===== src/rtl/gray_port_arbiter_if.sv =====
// rtl/gray_port_arbiter_if.sv - client and gray-memory read-port signals of the arbiter
interface gray_port_arbiter_if;
    logic        c0_req;
    logic        c1_req;
    logic [13:0] c0_addr;
    logic [13:0] c1_addr;
    logic        c0_lock;
    logic        c1_lock;
    logic        c0_gnt;
    logic        c1_gnt;
    logic        c0_rvalid;
    logic        c1_rvalid;
    logic [7:0]  c0_rdata;
    logic [7:0]  c1_rdata;
    logic [13:0] gray_addr;
    logic        gray_req;
    logic        gray_ready;
    logic [7:0]  gray_data;
    logic        busy;

    modport master (
        input  c0_req, c1_req, c0_addr, c1_addr, c0_lock, c1_lock,
        input  gray_ready, gray_data,
        output c0_gnt, c1_gnt, c0_rvalid, c1_rvalid, c0_rdata, c1_rdata,
        output gray_addr, gray_req, busy
    );

    modport slave (
        output c0_req, c1_req, c0_addr, c1_addr, c0_lock, c1_lock,
        output gray_ready, gray_data,
        input  c0_gnt, c1_gnt, c0_rvalid, c1_rvalid, c0_rdata, c1_rdata,
        input  gray_addr, gray_req, busy
    );
endinterface


===== src/rtl/gray_port_arbiter.sv =====
// rtl/gray_port_arbiter.sv - two-client round-robin arbiter with burst lock for the gray memory read port
module gray_port_arbiter #(
    parameter int MAX_BURST = 9
) (
    input  logic                 clk,
    input  logic                 reset,
    gray_port_arbiter_if.master  bus
);
    logic        gray_req_q, gray_req_d;
    logic [13:0] gray_addr_q, gray_addr_d;
    logic        tag_q, tag_d;
    logic        rv_pipe_q, rv_pipe_d;
    logic        rtag_pipe_q, rtag_pipe_d;
    logic        c0_rvalid_q, c0_rvalid_d;
    logic        c1_rvalid_q, c1_rvalid_d;
    logic [7:0]  c0_rdata_q, c0_rdata_d;
    logic [7:0]  c1_rdata_q, c1_rdata_d;
    logic        owner_q, owner_d;
    logic [3:0]  burst_cnt_q, burst_cnt_d;

    logic slot_free;
    logic owner_lock;
    logic winner;
    logic grant;

    always_comb begin
        slot_free  = !gray_req_q || bus.gray_ready;
        owner_lock = owner_q ? bus.c1_lock : bus.c0_lock;
        // Under contention the owner keeps the port only while locked and below the burst limit.
        if (bus.c0_req && bus.c1_req) begin
            winner = (owner_lock && (32'(burst_cnt_q) < MAX_BURST)) ? owner_q : !owner_q;
        end else begin
            winner = bus.c1_req && !bus.c0_req;
        end
        grant = slot_free && (bus.c0_req || bus.c1_req) && !reset;

        gray_req_d  = gray_req_q;
        gray_addr_d = gray_addr_q;
        tag_d       = tag_q;
        owner_d     = owner_q;
        burst_cnt_d = burst_cnt_q;
        if (grant) begin
            gray_req_d  = 1'b1;
            gray_addr_d = winner ? bus.c1_addr : bus.c0_addr;
            tag_d       = winner;
            if (winner == owner_q) begin
                burst_cnt_d = (burst_cnt_q == 4'd15) ? 4'd15 : burst_cnt_q + 4'd1;
            end else begin
                owner_d     = winner;
                burst_cnt_d = 4'd1;
            end
        end else if (slot_free) begin
            gray_req_d = 1'b0;
        end

        rv_pipe_d   = gray_req_q && bus.gray_ready;
        rtag_pipe_d = rv_pipe_d ? tag_q : rtag_pipe_q;

        c0_rvalid_d = rv_pipe_q && !rtag_pipe_q;
        c1_rvalid_d = rv_pipe_q && rtag_pipe_q;
        c0_rdata_d  = c0_rvalid_d ? bus.gray_data : c0_rdata_q;
        c1_rdata_d  = c1_rvalid_d ? bus.gray_data : c1_rdata_q;
    end

    always_ff @(posedge clk) begin
        if (reset) begin
            gray_req_q  <= 1'b0;
            gray_addr_q <= 14'd0;
            tag_q       <= 1'b0;
            rv_pipe_q   <= 1'b0;
            rtag_pipe_q <= 1'b0;
            c0_rvalid_q <= 1'b0;
            c1_rvalid_q <= 1'b0;
            c0_rdata_q  <= 8'd0;
            c1_rdata_q  <= 8'd0;
            owner_q     <= 1'b1;
            burst_cnt_q <= 4'd0;
        end else begin
            gray_req_q  <= gray_req_d;
            gray_addr_q <= gray_addr_d;
            tag_q       <= tag_d;
            rv_pipe_q   <= rv_pipe_d;
            rtag_pipe_q <= rtag_pipe_d;
            c0_rvalid_q <= c0_rvalid_d;
            c1_rvalid_q <= c1_rvalid_d;
            c0_rdata_q  <= c0_rdata_d;
            c1_rdata_q  <= c1_rdata_d;
            owner_q     <= owner_d;
            burst_cnt_q <= burst_cnt_d;
        end
    end

    assign bus.c0_gnt    = grant && !winner;
    assign bus.c1_gnt    = grant && winner;
    assign bus.c0_rvalid = c0_rvalid_q;
    assign bus.c1_rvalid = c1_rvalid_q;
    assign bus.c0_rdata  = c0_rdata_q;
    assign bus.c1_rdata  = c1_rdata_q;
    assign bus.gray_addr = gray_addr_q;
    assign bus.gray_req  = gray_req_q;
    assign bus.busy      = gray_req_q || rv_pipe_q || c0_rvalid_q || c1_rvalid_q;
endmodule


===== src/flat_wrapper.sv =====
// flat-port wrapper written by rule: the top's interface ports become plain ports
module gray_port_arbiter_flat 
#(
    parameter int MAX_BURST = 9
)
  (clk, reset, bus_c0_req, bus_c1_req, bus_c0_addr, bus_c1_addr, bus_c0_lock, bus_c1_lock, bus_gray_ready, bus_gray_data, bus_c0_gnt, bus_c1_gnt, bus_c0_rvalid, bus_c1_rvalid, bus_c0_rdata, bus_c1_rdata, bus_gray_addr, bus_gray_req, bus_busy);
  gray_port_arbiter_if bus_i ();
  input  logic clk;
  input  logic reset;
  input wire logic [$bits(bus_i.c0_req)-1:0] bus_c0_req;
  input wire logic [$bits(bus_i.c1_req)-1:0] bus_c1_req;
  input wire logic [$bits(bus_i.c0_addr)-1:0] bus_c0_addr;
  input wire logic [$bits(bus_i.c1_addr)-1:0] bus_c1_addr;
  input wire logic [$bits(bus_i.c0_lock)-1:0] bus_c0_lock;
  input wire logic [$bits(bus_i.c1_lock)-1:0] bus_c1_lock;
  input wire logic [$bits(bus_i.gray_ready)-1:0] bus_gray_ready;
  input wire logic [$bits(bus_i.gray_data)-1:0] bus_gray_data;
  output wire logic [$bits(bus_i.c0_gnt)-1:0] bus_c0_gnt;
  output wire logic [$bits(bus_i.c1_gnt)-1:0] bus_c1_gnt;
  output wire logic [$bits(bus_i.c0_rvalid)-1:0] bus_c0_rvalid;
  output wire logic [$bits(bus_i.c1_rvalid)-1:0] bus_c1_rvalid;
  output wire logic [$bits(bus_i.c0_rdata)-1:0] bus_c0_rdata;
  output wire logic [$bits(bus_i.c1_rdata)-1:0] bus_c1_rdata;
  output wire logic [$bits(bus_i.gray_addr)-1:0] bus_gray_addr;
  output wire logic [$bits(bus_i.gray_req)-1:0] bus_gray_req;
  output wire logic [$bits(bus_i.busy)-1:0] bus_busy;
  assign bus_i.c0_req = bus_c0_req;
  assign bus_i.c1_req = bus_c1_req;
  assign bus_i.c0_addr = bus_c0_addr;
  assign bus_i.c1_addr = bus_c1_addr;
  assign bus_i.c0_lock = bus_c0_lock;
  assign bus_i.c1_lock = bus_c1_lock;
  assign bus_i.gray_ready = bus_gray_ready;
  assign bus_i.gray_data = bus_gray_data;
  assign bus_c0_gnt = bus_i.c0_gnt;
  assign bus_c1_gnt = bus_i.c1_gnt;
  assign bus_c0_rvalid = bus_i.c0_rvalid;
  assign bus_c1_rvalid = bus_i.c1_rvalid;
  assign bus_c0_rdata = bus_i.c0_rdata;
  assign bus_c1_rdata = bus_i.c1_rdata;
  assign bus_gray_addr = bus_i.gray_addr;
  assign bus_gray_req = bus_i.gray_req;
  assign bus_busy = bus_i.busy;
  gray_port_arbiter #(.MAX_BURST(MAX_BURST)) u_core (.clk(clk), .reset(reset), .bus(bus_i));
endmodule

===== config.mk =====
export PLATFORM = sky130hd
export DESIGN_NAME = gray_port_arbiter_flat
export DESIGN_NICKNAME = d
export VERILOG_FILES = /design/src/rtl/gray_port_arbiter_if.sv /design/src/rtl/gray_port_arbiter.sv /design/src/flat_wrapper.sv
export SDC_FILE = /design/constraint.sdc
export NUM_CORES = 1
export LEC_CHECK = 0
export BUFFER_PORTS_ARGS = -buffer_cell sky130_fd_sc_hd__buf_2
export CORE_UTILIZATION = 30
export DETAILED_ROUTE_END_ITERATION = 6
export PLACE_DENSITY = 0.59
export SETUP_SLACK_MARGIN = 0.5
export SYNTH_ARGS = -nofsm -noshare
export SYNTH_HDL_FRONTEND = slang
export SYNTH_SLANG_ARGS = --single-unit

===== constraint.sdc =====
create_clock -name clk -period 2.3 [get_ports clk]
set_input_delay 0.115 -clock clk [delete_from_list [all_inputs] [get_ports clk]]
set_output_delay 0.115 -clock clk [all_outputs]
set_load 0.01 [all_outputs]

Word-level counts from Yosys, hierarchy flattened
Index checks and enable logic that the tools add are counted.
Widths: inputs -> output; s select.
{ "op_classes": {"n_addsub": 1, "magnitude_cmp": 1, "eq_ne": 2, "n_mux": 8, "bitwise_logic": 1, "reduce_logical": 23} }
{ "ops": {"columns": ["op", "n"], "rows": [
  ["$mux 14", 1],
  ["$logic_and 1x1->1", 10],
  ["$mux 4", 2],
  ["$logic_not 1->1", 6],
  ["$logic_or 1x1->1", 5],
  ["$mux 1", 5],
  ["$add 4x1->4 const B", 1],
  ["$eq 4x4->1 const B", 1],
  ["$lt 4x4->1 const B", 1],
  ["$reduce_and 2->1", 1],
  ["$reduce_bool 2->1", 1],
  ["$eq 1x1->1", 1],
  ["$not 1->1", 1]
]} }
{ "word_totals": {"regBits": 41, "inputBits": 43, "out_inout_bits": 36, "elab_cells": 47} }

Depth between registers and ports, before layout
{ "depth": {"ltp_word": 7, "depth_mapped": 9, "mapped_depth_nobuf": 7} }

Worst setup path after synthesis
No wires, ideal clock.
{ "synth_timing": {"kind": "reg2reg", "start": "register u_core.burst_cnt_q[0]", "end": "register u_core.gray_addr_q[4], in the netlist u_core.bus.gray_addr[4]", "setup_ns": 0.132, "t_arrival_ns": 1.523, "required_time_ns": 2.168, "slack_ns": 0.645, "path_stages_with_launch": 10, "path_buffers": 2, "synth_period_minus_slack_ns": 1.655, "path_cell_list": "dfxtp_1 inv_1 ha_1 nand2b_4 a31oi_2 and4_4 buf_6 buf_8 a221oi_2 a21oi_1"} }
{ "synth_between": {"elab_chain_len": 5} }
{ "synth_lines": {"columns": ["element", "line_no", "text"], "rows": [
  ["start, declared", "gray_port_arbiter.sv:19", "logic [3:0] burst_cnt_q, burst_cnt_d;"],
  ["start signal, assigned", "gray_port_arbiter.sv:89", "burst_cnt_q <= burst_cnt_d;"],
  ["$lt 4x4->1", "gray_port_arbiter.sv:31", "winner = (owner_lock && (32'(burst_cnt_q) < MAX_BURST)) ? owner_q : !owner_q;"],
  ["$logic_and 1x1->1", "gray_port_arbiter.sv:31", null],
  ["$mux 1", "gray_port_arbiter.sv:31", null],
  ["$mux 1", "gray_port_arbiter.sv:30", "if (bus.c0_req && bus.c1_req) begin"],
  ["$mux 14", "gray_port_arbiter.sv:44", "gray_addr_d = winner ? bus.c1_addr : bus.c0_addr;"],
  ["end signal, assigned", "gray_port_arbiter.sv:80", "gray_addr_q <= gray_addr_d;"],
  ["end, declared", "gray_port_arbiter.sv:10", "logic [13:0] gray_addr_q, gray_addr_d;"]
]} }
Every way passes these cells.
A chain may end at the register's enable or synchronous reset.

Worst setup path after layout
{ "layout_timing": {"start": "register u_core.burst_cnt_q[0]", "end": "register u_core.gray_addr_q[5], in the netlist u_core.bus.gray_addr[5]"} }
The elaborated chain is that of the path after synthesis.

==> summary.md <==
| Metric | Value |
|---|---|
| Result of the run | complete, no violations |
| Crit Path Max Fanout | 14 |
| CP endpoint kind | register |
| CTS tree | yes |
| Global-route wire length before repair | approximately 8000 µm |
| Launching element type of the critical path | register |
| Total of fill cells in the finished design | between 600 and 700 |
| Fin Clk Skew | around 8.0 ps |
| Most common flop cell mapped by yosys | sky130_fd_sc_hd__dfxtp_1 |
| Mapped Nets | between 200 and 300 |
| Max Cap Viol | 0 |
| Sum of net half-perimeters after detailed placement | ~3700 µm |
| Top post-synthesis cells by area | sky130_fd_sc_hd__dfxtp_1 43%, sky130_fd_sc_hd__nand2_1 9.4%, sky130_fd_sc_hd__a21oi_1 8.8% |
| Layout area overhead | 30.7% |
| Final count of negative-setup-slack endpoints | 0 |
| Number of iterations in the first detailed-routing pass | 4 |
| Least-Margin Pin Slew | between 400 and 500 ps |
| Max VDD drop | 0.262 mV |
| Area of all sequential standard cells | just over 800 µm² |
| Number of DRC markers after the initial detailed-route iteration | ~120 |
| Final worst-path cycle share | 74.7% |
| Total wirelength of the detailed-routed design | around 5000 µm |
| Combined area of the multi-input logic cells | ~1000 µm² |
| Number of nets at the end of the flow | 346 |
| Row Count | 28 |
| Number of distinct library cell variants in the gate-level netlist after synthesis | 34 |
| Clock root buffer master | sky130_fd_sc_hd__clkbuf_8 |
| Highest Clock Rate | between 0.5 and 0.6 GHz |
| Power per unit of standard cell area | ~630 nW/µm² |
| Via count normalized by instance count | 4.89 |
| Number of buffers created by CTS | 5 |
| Critical Path Most Common Cell | sky130_fd_sc_hd__buf_4 |
| Arrival time at the worst endpoint | approximately 2000 ps |
| Total count of hold-check failures in the final report | 0 |
| Remaining DRCs | 0 |
| Setup Total Neg Slack | 0 ps |
| Final RePlAce weighted congestion | between 0.7 and 0.8 |
| Cell type with the largest total area after synthesis | sky130_fd_sc_hd__dfxtp_1 |
| Number of vias after detailed routing | around 1800 |
| Count of buffers from port buffering | 78 |
| Antenna diode count | 0 |
| Proportion of synthesized flip-flops having asynchronous set or reset | 0% |
| Clock-pin slew reported for the worst setup and hold paths after clock tree synthesis | around 90 ps |
| Worst-case clock buffer depth | 2 |
| Via count of the first global-routing pass | 1649 |
| Count of yosys warnings during synthesis | 0 |
| Routed len/inst | 13.5 µm |
| Global routing usage summed across all routing layers | ~15% |
| Number of synthesized flops with an enable pin | 0 |
| Area of the core | about 6000 µm² |
| Number of flip-flops and latches in the synthesized netlist | ~40 |
| Vert. Die Dim | approximately 80 µm |
| CP required | 2530 ps |
| Most common cell after layout, fill and taps aside | sky130_fd_sc_hd__buf_2 |
| DIE AREA | about 6700 µm² |
| Fraction of the yosys area taken by sequential cells | a little over two fifths |
| Ports | 79 |
| Tightest slew margin relative to the limit | 66.6% |
| Initial antenna violation count | 0 |
| CP max-delay cell | sky130_fd_sc_hd__dfxtp_2 |
| Effective utilization at floorplan | a little under a third |
| Start-to-end type of the worst setup path | register to register |
| CTS H-Tree Depth | 2 |
| Pin count of the biggest net entering global routing | 42 |
| Peak per-stage delay on the critical path | 340 ps |
| Clock period minus final worst setup slack | around 1700 ps |
| Worst hold path class | primary input to register |
| Average size of a mapped cell | ~8.5 µm² |
| Area fraction of the dominant cell type after synthesis | between 40% and 50% |
| Ratio of cells with drive above 1 in the final layout | around two fifths |
| Fin util | 41.5% |
| Series of cell instances along the critical path | inv_1 > ha_2 > nand2b_4 > a21o_1 > buf_4 > a31oi_2 > buf_4 > nand2_1 > a21oi_1 |
| Setup repair after global routing missed its margin | false |
| Leading cell types in the layout, fill and taps excluded | 78 x sky130_fd_sc_hd__buf_2, 47 x sky130_fd_sc_hd__nand2_1, 39 x sky130_fd_sc_hd__dfxtp_1 |
| Horiz. Die Dim | roughly 82 µm |
| Clock net sink count | 41 |
| Antenna Violating Nets Remaining | 0 |
| Clock latency of the later-clocked register in the worst-skew pair | around 300 ps |
| Global route overflow | 0 |
| Leak | 0.00115 µW |
| Area of the mapped netlist | around 1900 µm² |
| Number of max-slew violations in the final report | 0 |
| Synthesized instance count | around 230 |
==> logic make-up after synthesis <==
group | after synthesis | share of synthesized area (%)
adder cells (fa/ha/maj) | 2 | 1.30
AND/OR/NAND/NOR | 98 | 26.1
flip-flops | 41 | 42.6
buffers and inverters | 21 | 5.26
AO/OA/AOI/OAI | 64 | 24.7
==> flip-flops by register name, indices dropped and copies added, names as in the netlist, 4 cells and up <==
| name | flops |
|---|---|
| u_core.burst_cnt_q | 4 |
| u_core.bus.c1_rdata | 8 |
| u_core.bus.gray_addr | 14 |
| u_core.bus.c0_rdata | 8 |
==> Yosys cell counts (2+ instances only) <==
master / number
sky130_fd_sc_hd__a211oi_1: 2
sky130_fd_sc_hd__nand3_1: 12
sky130_fd_sc_hd__a21o_1: 2
sky130_fd_sc_hd__a31oi_2: 2
sky130_fd_sc_hd__clkbuf_1: 11
sky130_fd_sc_hd__dfxtp_1: 41
sky130_fd_sc_hd__inv_1: 4
sky130_fd_sc_hd__buf_2: 3
sky130_fd_sc_hd__nand2b_1: 4
sky130_fd_sc_hd__ha_1: 2
sky130_fd_sc_hd__nor2_1: 10
sky130_fd_sc_hd__a221oi_1: 4
sky130_fd_sc_hd__nand2_1: 48
sky130_fd_sc_hd__o21ai_0: 4
sky130_fd_sc_hd__nand3b_1: 2
sky130_fd_sc_hd__and3b_1: 14
sky130_fd_sc_hd__nor2b_1: 2
sky130_fd_sc_hd__a221oi_2: 10
sky130_fd_sc_hd__a21oi_1: 34
==> worst max-delay path: cells and delay by family, from the launching register on <==
| family | cells | cell delay, ps |
|---|---|---|
| AND/OR/NAND/NOR | 2 | 160 |
| flip-flops | 1 | 340 |
| AO/OA/AOI/OAI | 3 | 540 |
| adder cells (fa/ha/maj) | 1 | 180 |
| buffers and inverters | 3 | 420 |
==> power by group <==
group / total, µW / internal [µW] / switching (µW)
logic: 306 / 142 / 164
clock network: 502 / 243 / 258
registers: 783 / 751 / 32.0
total: 1590 / 1140 / 455
==> area by class of cell <==
cell class                 count  area share [%]
clock buffer                   6            3.28
clock inverter                 2           0.547
inverter                       4           0.596
multi-input combinational    164            41.1
sequential                    41            32.7
tap                           75            3.73
timing repair buffer          85            18.1
==> per-stage QoR <==
step | cells | instance area, µm² | total power, µW | setup slack, ps | hold slack (ps)
6_report | 377 | 2520 | 1590 | 581 | 49.2
5_1_grt | 377 | 2520 | 1680 | 495 | 56.3
4_1_cts | 374 | 2470 | 1590 | 539 | 40.8
3_5_place_dp | 366 | 2350 | 1080 | 635 | 367
3_3_place_gp | 366 | 2350 | 1080 | 687 | 364
2_1_floorplan | 226 | 1930 | 973 | 645 | 251
==> metal layers <==
metal	track usage, %	routed length (µm)
met1	20.3	2360
met2	23.4	2320
met3	3.85	307
met4	6.14	116
met5	0	0
==> worst paths after layout <==
check	startpoint	end	slack [ps]	cells after the start
setup / recovery	u_core.burst_cnt_q[0]	u_core.bus.gray_addr[5]	580	9
hold / removal	bus_c1_addr[9]	u_core.bus.gray_addr[9]	50	3
setup reg to reg	u_core.burst_cnt_q[0]	u_core.bus.gray_addr[5]	580	9
hold reg to reg	u_core.bus.c0_rdata[3]	u_core.bus.c0_rdata[3]	460	2
==> timing repair <==
| item | 4_1_cts | 5_1_grt |
|---|---|---|
| hold buffers | 0 | 0 |
| gates cloned | 0 | 0 |
| pin swaps | 0 | 3 |
| gates resized for setup | 3 | 6 |
| endpoints found under the setup margin | 1 | 2 |
| buffers inserted | 0 | 3 |
Power figures use the tool's default switching activity.
